**config.mk**
```make
export PLATFORM = sky130hd
export DESIGN_NAME = sync_fifo_param
export DESIGN_NICKNAME = d
export VERILOG_FILES = /design/src/rtl/fifo_pkg.sv /design/src/rtl/fifo_ram_dp.sv /design/src/rtl/sync_fifo_param.sv
export SDC_FILE = /design/constraint.sdc
export NUM_CORES = 2
export LEC_CHECK = 0
export BUFFER_PORTS_ARGS = -buffer_cell sky130_fd_sc_hd__buf_2
export CAP_MARGIN = 20
export CORE_ASPECT_RATIO = 0.5
export CORE_MARGIN = 2
export CORE_UTILIZATION = 48
export CTS_CLUSTER_DIAMETER = 100
export DETAILED_ROUTE_END_ITERATION = 6
export PLACE_DENSITY = 0.67
export SYNTH_ARGS = -nofsm -noshare
export SYNTH_HDL_FRONTEND = slang
export SYNTH_HIERARCHICAL = 1
export SYNTH_SLANG_ARGS = --single-unit
```
**constraint.sdc**
```tcl
create_clock -name clock -period 4.2 [get_ports clock]
set_input_delay 0.84 -clock clock [delete_from_list [all_inputs] [get_ports clock]]
set_output_delay 0.84 -clock clock [all_outputs]
set_load 0.005 [all_outputs]
```
**src/rtl/fifo_pkg.sv**
```systemverilog
// ----------------------------------------------------------------------------
// fifo_pkg
// Shared definitions for the parametrised synchronous FIFO family.
//   - default WIDTH/DEPTH constants
//   - clog2 helper for pointer width derivation
//   - parameter-legality helpers (DEPTH power of two, level ranges)
// No ports; imported by sync_fifo_param and fifo_ram_dp.
// ----------------------------------------------------------------------------
package fifo_pkg;

    localparam int unsigned DEFAULT_WIDTH = 8;
    localparam int unsigned DEFAULT_DEPTH = 256;
    localparam int unsigned MIN_DEPTH     = 4;

    // Ceiling log2; clog2(1) = 0.
    function automatic int unsigned clog2(input int unsigned value);
        int unsigned result;
        result = 0;
        while ((64'd1 << result) < 64'(value)) begin
            result = result + 1;
        end
        return result;
    endfunction

    function automatic bit is_pow2(input int unsigned value);
        return (value != 0) && ((value & (value - 1)) == 0);
    endfunction

    // Levels are compared against usedw in 1..depth.
    function automatic bit level_ok(input int unsigned level, input int unsigned depth);
        return (level >= 1) && (level <= depth);
    endfunction

    function automatic bit params_ok(
        input int unsigned width,
        input int unsigned depth,
        input int unsigned af_level,
        input int unsigned ae_level
    );
        return (width >= 1) && (depth >= MIN_DEPTH) && is_pow2(depth)
            && level_ok(af_level, depth) && level_ok(ae_level, depth);
    endfunction

endpackage

```
**src/rtl/fifo_ram_dp.sv**
```systemverilog
// ----------------------------------------------------------------------------
// fifo_ram_dp
// WIDTH x DEPTH register-array dual-port memory used as FIFO storage.
// Synchronous write port, asynchronous (combinational) read port, so it maps
// to plain flops or to a distributed/inferred RAM.
// Ports:
//   clock  in   write clock, rising edge
//   wren   in   write enable
//   waddr  in   write address  [AW-1:0]
//   wdata  in   write data     [WIDTH-1:0]
//   raddr  in   read address   [AW-1:0]
//   rdata  out  read data      [WIDTH-1:0], combinational from raddr
// Storage has no reset; the FIFO never exposes an unwritten location.
// ----------------------------------------------------------------------------
module fifo_ram_dp
    import fifo_pkg::*;
#(
    parameter int unsigned WIDTH = DEFAULT_WIDTH,
    parameter int unsigned DEPTH = DEFAULT_DEPTH,
    localparam int unsigned AW   = clog2(DEPTH)
) (
    input  logic             clock,
    input  logic             wren,
    input  logic [AW-1:0]    waddr,
    input  logic [WIDTH-1:0] wdata,
    input  logic [AW-1:0]    raddr,
    output logic [WIDTH-1:0] rdata
);

    logic [WIDTH-1:0] mem [DEPTH];

    always_ff @(posedge clock) begin
        if (wren) begin
            mem[waddr] <= wdata;
        end
    end

    assign rdata = mem[raddr];

endmodule

```
**src/rtl/sync_fifo_param.sv**
```systemverilog
// ----------------------------------------------------------------------------
// sync_fifo_param
// Parametrised single-clock FIFO with programmable almost-full/almost-empty
// thresholds, optional show-ahead read mode and sticky error flags.
// Parameters:
//   WIDTH      data word width (>= 1)
//   DEPTH      entries, power of two, >= 4
//   AF_LEVEL   almost_full  when usedw >= AF_LEVEL (1..DEPTH)
//   AE_LEVEL   almost_empty when usedw <  AE_LEVEL (1..DEPTH)
//   SHOWAHEAD  0: q registered on accepted read; 1: head word shown on q
// Ports:
//   clock         in   sole clock, rising edge
//   aclr          in   asynchronous clear, active-high
//   sclr          in   synchronous clear, active-high, beats wrreq/rdreq
//   data          in   write data
//   wrreq/rdreq   in   write/read requests
//   q             out  read data
//   usedw         out  stored word count, 0..DEPTH
//   full, empty, almost_full, almost_empty   out  status flags
//   overflow, underflow                      out  sticky error flags
// ----------------------------------------------------------------------------
module sync_fifo_param
    import fifo_pkg::*;
#(
    parameter int unsigned WIDTH     = DEFAULT_WIDTH,
    parameter int unsigned DEPTH     = DEFAULT_DEPTH,
    parameter int unsigned AF_LEVEL  = DEPTH - 4,
    parameter int unsigned AE_LEVEL  = 4,
    parameter bit          SHOWAHEAD = 1'b0,
    localparam int unsigned AW       = clog2(DEPTH)
) (
    input  logic             clock,
    input  logic             aclr,
    input  logic             sclr,
    input  logic [WIDTH-1:0] data,
    input  logic             wrreq,
    input  logic             rdreq,
    output logic [WIDTH-1:0] q,
    output logic [AW:0]      usedw,
    output logic             full,
    output logic             empty,
    output logic             almost_full,
    output logic             almost_empty,
    output logic             overflow,
    output logic             underflow
);

    // ------------------------------------------------------------------------
    // Elaboration-time legality check
    // ------------------------------------------------------------------------
    if (!params_ok(WIDTH, DEPTH, AF_LEVEL, AE_LEVEL)) begin : g_param_check
        $error("sync_fifo_param: illegal WIDTH/DEPTH/AF_LEVEL/AE_LEVEL combination");
    end

    localparam logic [AW:0]   USEDW_ONE = (AW + 1)'(1);
    localparam logic [AW-1:0] PTR_ONE   = AW'(1);
    localparam logic [AW:0]   USEDW_MAX = (AW + 1)'(DEPTH);
    localparam logic [AW:0]   AF_THRESH = (AW + 1)'(AF_LEVEL);
    localparam logic [AW:0]   AE_THRESH = (AW + 1)'(AE_LEVEL);

    // ------------------------------------------------------------------------
    // State
    // ------------------------------------------------------------------------
    logic [AW-1:0] wr_ptr_q, wr_ptr_d;
    logic [AW-1:0] rd_ptr_q, rd_ptr_d;
    logic [AW:0]   usedw_q,  usedw_d;
    logic          overflow_q,  overflow_d;
    logic          underflow_q, underflow_d;

    logic             wr_ok;
    logic             rd_ok;
    logic             wr_reject;
    logic             rd_reject;
    logic             ram_wren;
    logic [WIDTH-1:0] ram_rdata;

    // ------------------------------------------------------------------------
    // Status flags, decoded from the registered count only
    // ------------------------------------------------------------------------
    always_comb begin
        full         = (usedw_q == USEDW_MAX);
        empty        = (usedw_q == '0);
        almost_full  = (usedw_q >= AF_THRESH);
        almost_empty = (usedw_q <  AE_THRESH);
    end

    assign usedw     = usedw_q;
    assign overflow  = overflow_q;
    assign underflow = underflow_q;

    // ------------------------------------------------------------------------
    // Acceptance on pre-edge state. When full, a simultaneous read does not
    // make room for the write in the same cycle (and vice versa when empty).
    // ------------------------------------------------------------------------
    always_comb begin
        wr_ok     = wrreq && !full;
        rd_ok     = rdreq && !empty;
        wr_reject = wrreq && full;
        rd_reject = rdreq && empty;
    end

    // sclr discards the cycle's requests, including the memory write.
    assign ram_wren = wr_ok && !sclr;

    // ------------------------------------------------------------------------
    // Next-state
    // ------------------------------------------------------------------------
    always_comb begin
        wr_ptr_d    = wr_ptr_q;
        rd_ptr_d    = rd_ptr_q;
        usedw_d     = usedw_q;
        overflow_d  = overflow_q | wr_reject;
        underflow_d = underflow_q | rd_reject;

        if (wr_ok) begin
            wr_ptr_d = wr_ptr_q + PTR_ONE;
        end
        if (rd_ok) begin
            rd_ptr_d = rd_ptr_q + PTR_ONE;
        end

        case ({wr_ok, rd_ok})
            2'b10:   usedw_d = usedw_q + USEDW_ONE;
            2'b01:   usedw_d = usedw_q - USEDW_ONE;
            default: usedw_d = usedw_q;
        endcase
    end

    always_ff @(posedge clock or posedge aclr) begin
        if (aclr) begin
            wr_ptr_q    <= '0;
            rd_ptr_q    <= '0;
            usedw_q     <= '0;
            overflow_q  <= 1'b0;
            underflow_q <= 1'b0;
        end else if (sclr) begin
            wr_ptr_q    <= '0;
            rd_ptr_q    <= '0;
            usedw_q     <= '0;
            overflow_q  <= 1'b0;
            underflow_q <= 1'b0;
        end else begin
            wr_ptr_q    <= wr_ptr_d;
            rd_ptr_q    <= rd_ptr_d;
            usedw_q     <= usedw_d;
            overflow_q  <= overflow_d;
            underflow_q <= underflow_d;
        end
    end

    // ------------------------------------------------------------------------
    // Storage
    // ------------------------------------------------------------------------
    fifo_ram_dp #(
        .WIDTH (WIDTH),
        .DEPTH (DEPTH)
    ) u_ram (
        .clock (clock),
        .wren  (ram_wren),
        .waddr (wr_ptr_q),
        .wdata (data),
        .raddr (rd_ptr_q),
        .rdata (ram_rdata)
    );

    // ------------------------------------------------------------------------
    // Read data path
    // ------------------------------------------------------------------------
    if (SHOWAHEAD) begin : g_showahead
        // Head word presented combinationally; forced to 0 while empty so a
        // stale or unwritten location is never visible.
        always_comb begin
            q = empty ? '0 : ram_rdata;
        end
    end else begin : g_normal
        logic [WIDTH-1:0] q_q;

        always_ff @(posedge clock or posedge aclr) begin
            if (aclr) begin
                q_q <= '0;
            end else if (sclr) begin
                q_q <= '0;
            end else if (rd_ok) begin
                q_q <= ram_rdata;
            end
        end

        assign q = q_q;
    end

endmodule
```
Word-level counts from Yosys, hierarchy flattened
Memories as Yosys holds them, arrays and structs flattened.
Index checks and enable logic that the tools add are counted.
{"block": "op_classes", "magnitude_cmp": 2, "n_mux": 12, "addsub": 4, "n_bitwise": 2, "n_reduce_logical": 12, "n_eq_ne": 3}
{"cell": "$mux W8", "count": 6}
{"cell": "$pmux W9 S2", "count": 1}
{"cell": "$add A8 B1 Y8 const B", "count": 2}
{"cell": "$add A9 B1 Y9 const B", "count": 1}
{"cell": "$eq A9 B9 Y1 const B", "count": 1}
{"cell": "$ge A9 B8 Y1 const B", "count": 1}
{"cell": "$logic_not A9 Y1", "count": 1}
{"cell": "$lt A9 B3 Y1 const B", "count": 1}
{"cell": "$mux W9", "count": 1}
{"cell": "$sub A9 B1 Y9 const B", "count": 1}
{"cell": "$logic_and A1 B1 Y1", "count": 5}
{"cell": "$mux W1", "count": 4}
{"cell": "$reduce_bool A2 Y1", "count": 2}
{"cell": "$logic_not A1 Y1", "count": 3}
{"cell": "$reduce_bool A3 Y1", "count": 1}
{"cell": "$eq A2 B1 Y1 const B", "count": 1}
{"cell": "$eq A2 B2 Y1 const B", "count": 1}
{"cell": "$or A1 B1 Y1", "count": 2}
{"block": "totals", "ff_bits": 35, "output_inout_bits": 23, "n_memories": 1, "wordCells": 42, "ram_bits": 2048}
{"memory": "u_ram.mem", "words": 256, "word_bits": 8, "read_ports": 1, "rd_clocked_by_memory_dff": 0, "wr": 1, "line_no": "fifo_ram_dp.sv:30", "source": "logic [WIDTH-1:0] mem [DEPTH];"}

Longest topological paths before layout
{"block": "logic_depth", "word_depth": 6, "mapped_depth": 13, "ltp_nobuf": 11}

Cells and area by module
The synthesis kept the hierarchy.
{"module": "fifo_ram_dp", "instances": 1, "cells_per_inst": 3725, "area_per_inst_um2": 79396.1}
{"module": "sync_fifo_param", "instances": 1, "cells_per_inst": 229, "area_per_inst_um2": 2137.0}

Worst setup path before layout
Ideal clock, no wire load.
{"block": "synth_path", "path_kind": "reg-to-reg", "start": "reg usedw_q[4], in the netlist usedw[4]", "end": "reg usedw_q[6], in the netlist usedw[6]", "setup_time_ns": 0.126, "path_buffers": 2, "required_ns": 4.074, "path_stages_with_launch": 14, "path_slack_ns": 0.709, "arrival_ns": 3.365, "cell_sequence": "dfrtp_1 -> buf_6 -> or4_4 -> buf_6 -> or3_4 -> nand2_4 -> xor2_1 -> ha_1 -> or3_1 -> nor4b_2 -> a311oi_1 -> o21bai_1 -> a2111oi_2 -> a311o_1"}
{"block": "synth_via", "elab_chain_cells": 6}
{"element": "start: declaration", "line_no": "sync_fifo_param.sv:66", "source": "logic [AW:0] usedw_q, usedw_d;"}
{"element": "start signal: assignment", "line_no": "sync_fifo_param.sv:145", "source": "usedw_q <= usedw_d;"}
{"element": "parallel branches: the longest is 6 deep, another holds $sub A9 B1 Y9"}
Parallel ways; which one is timed is not known.
A chain may end at the register's enable or synchronous reset.

Final worst setup path
{"block": "layout_path", "start": "reg usedw_q[0], in the netlist usedw[0]", "end": "reg usedw_q[6], in the netlist usedw[6]"}
The elaborated chain is that of the path after synthesis.

==> run_results.csv <==
group,metric,value,unit
status,status,"complete, no violations",
sta,fmax,0.256,GHz
clock_network,post_cts_buffers,0,
synth,ys_warn_count,6,
route,vias,41742,
sta,finalCritPeriodShare,93.1,%
worst_hold_path,hp-class,"in2reg",
grt,grt_remaining_overflow,0,
clock_network,cts_made_buffers,179,
clock_network,clkLatencyLatePin,0.84,ns
flow_run,maxCapViolCount,0,
grt,grt_start_max_net_pins,144,
sta,slew_violations,0,
route,drc,0,
floorplanning,die_y,295,µm
worst_setup_path,end_kind,"flop",
clock_network,cts-root-buf,"clkbuf_16",
synth,syn-cell-area,81500,µm²
sta,fin_crit,3.91,ns
sta,final_hold_viol_count,0,
floorplanning,core-area,168000,µm²
grt,grt_usage,23.4,%
synth,synth_cells,3954,
route,drtPass1Iterations,5,
floorplanning,rows,106,
clock_network,h-tree-depth,4,
synth,syn-num-nets,3972,
synth,yosysTopAreaCell,"edfxtp_1",
synth,synth_area_leaders,"edfxtp_1, mux4_2, mux2i_1",
clock_network,cts_sinks,2083,
worst_hold_path,min_path_cells,3,
floorplanning,ios,36,
cells_and_area,syn_to_final_growth,12.3,%
grt,antenna_found_initial,14,
cells_and_area,fillers,12566,
route,wl,202000,µm
route,ant_nets,0,
grt,grt_pass1_wl,293000,µm
placement,io_buffers,35,
worst_setup_path,required,4.89,ns
placement,dp_hpwl,127000,µm
route,drt_iter0_markers,5637,
route,wl_per_cell,30.5,µm
worst_setup_path,r2r_cells,11,
synth,yosysSeqAreaShare,76.5,%
pwr,p_per_area,517,nW/µm²
synth,synth_edf_count,2048,
clock_network,path_clk_slew,0.06,ns
clock_network,cts_tree,"built",
synth,ys_async_sr_fraction,1.68,%
floorplanning,initial_core_util,48.6,%
worst_setup_path,critPathLaunchType,"flop",
sta,skew,0.0427,ns
sta,slew_headroom,21.1,%
floorplanning,die_w,587,µm
synth,ys_ff_latch,2083,
floorplanning,die_area,173000,µm²
pwr,ir_drop,0.347,mV
clock_network,clockBufferDepth,3,
synth,ys.flop_type,"edfxtp_1",
grt,grt_pass1_vias,40776,
route,vias_per_cell,6.28,
clock_network,post_cts_resized,0,
synth,synth_top_area_share,75.4,%
worst_setup_path,crit_type,"reg2reg",
sta,finalSetupViolCount,0,
synth,ys_types,85,
pwr,leakagePower,28.0,nW
cells_and_area,fin_area,91600,µm²
worst_setup_path,arrival,4.60,ns
placement,gp_congestion,0.905,
placement,post_dp_cell_area,85800,µm²
worst_setup_path,crit_path_max_fanout,8,
cells_and_area,fin_nets,4244,
sta,max_slew.worst_pin.slew,1.18,ns
synth,synth.avg_cell_area,20.6,µm²
cells_and_area,layout-drive-gt1-share,24.8,%
sta,setup_tns,0,ns
sta,rsz0062_at_grt,"no",
[layer usage]
layer / GRT usage [%] / share of wire (%)
met1: 34.1 / 40
met2: 35.8 / 46
met3: 4.85 / 11
met4: 6.97 / 2.6
met5: 0 / 0.021
[cell type report]
class                           instances  area (µm²)  area share, %
Sequential cell                      2083       62400           68.1
Multi-Input combinational cell       1617       17600           19.2
Clock buffer                          232        4750           5.19
Timing Repair Buffer                  338        2930           3.20
Tap cell                             2268        2840           3.10
Clock inverter                        101        1020           1.12
Inverter                                7        26.3         0.0287
Antenna cell                            3        7.51        0.00820
[registers in the layout (all words and copies together), names as in the netlist]
name,cells
u_ram/mem,2048
rd_ptr_q,8
underflow,1
overflow,1
q,8
usedw,9
wr_ptr_q,8
[path summary, 6_finish.rpt]
path	from	endpoint	slack, ns
max	usedw[0]	usedw[6]	0.29
min	wrreq	overflow	0.39
max reg2reg	usedw[0]	usedw[6]	0.29
min reg2reg	overflow	overflow	0.50
max in group asynchronous	aclr	rd_ptr_q[2]	3.23
min in group asynchronous	aclr	usedw[3]	0.48
[report_power, final]
part / switching, mW / internal (mW)
Sequential: 0.262 / 22.9
Clock: 7.47 / 8.98
Combinational: 4.23 / 3.46
[layout by cell type (no fill, tap or decap), types with 8 or more instances in the layout]
master,count
a211oi_1,17
clkbuf_16,180
and2_1,8
edfxtp_1,2048
o211ai_1,10
nor2_1,303
nand3_1,40
o22ai_1,28
mux4_2,454
clkinv_1,33
clkinv_2,34
mux2i_1,136
clkbuf_1,47
nor2b_1,29
a21oi_1,115
a22oi_1,134
nand2_1,63
o21ai_0,12
nor4_1,28
a22o_1,8
buf_4,268
a221oi_1,13
dfrtp_1,30
buf_2,27
o221ai_1,46
bufinv_16,15
xor2_1,12
buf_12,32
nor3_1,30
clkbuf_8,13
nand2b_1,8
nand4_1,16
[metrics by stage]
step	power [mW]	setup WS (ns)	utilization, %	cells	hold slack, ns
floorplan	29.0	0.709	-	3954	0.486
global placement	31.3	0.384	51.1	6309	0.481
detailed placement	31.3	0.351	51.1	6310	0.491
CTS	47.6	0.313	54.5	6643	0.228
global route	48.7	0.137	54.5	6646	0.388
finish	47.3	0.289	54.5	6649	0.394
[kinds of logic (layout without fill, tap and decap cells)]
logic type      count (synthesis)  count (layout)  synth area share, %
fa+ha+maj                       5               5               0.0767
simple gates                  571             571                 3.25
flops                        2083            2083                 76.5
buf+inv                       254             678                 1.95
xor+xnor                       18              18                0.193
mux                           593             593                 14.3
other cells                     0               3                    0
compound gates                430             430                 3.74
[critical path: stages (launching register included)]
cell,delay [ns]
dfrtp_1,0.47
or4_1,0.76
or3_4,0.49
nand2_4,0.11
xor2_1,0.09
ha_1,0.26
or3_1,0.38
nor4b_2,0.18
a311oi_1,0.38
o21bai_1,0.21
a2111oi_2,0.11
a311o_1,0.35
[Yosys cell counts, types with 8 or more instances]
master,number
edfxtp_1,2048
mux4_2,454
nor2_1,306
mux2i_1,136
a22oi_1,134
a21oi_1,115
clkbuf_1,115
nand2_1,63
o221ai_1,46
nand3_1,40
dfrtp_1,35
buf_2,32
nor2b_1,32
nor3_1,31
buf_4,29
nor4_1,28
o22ai_1,28
buf_6,26
buf_1,22
a211oi_1,17
nand4_1,16
a221oi_1,13
buf_8,13
o21ai_0,12
xor2_1,12
o211ai_1,10
a22o_1,8
and2_1,8
buf_12,8
nand2b_1,8
[repair_timing]
action                                 in CTS  in global routing
endpoints found under the hold margin       0                  6
setup endpoints to repair                   0                  0
hold buffers                                0                  1
Note: power is estimated with default switching activity, not from simulation.
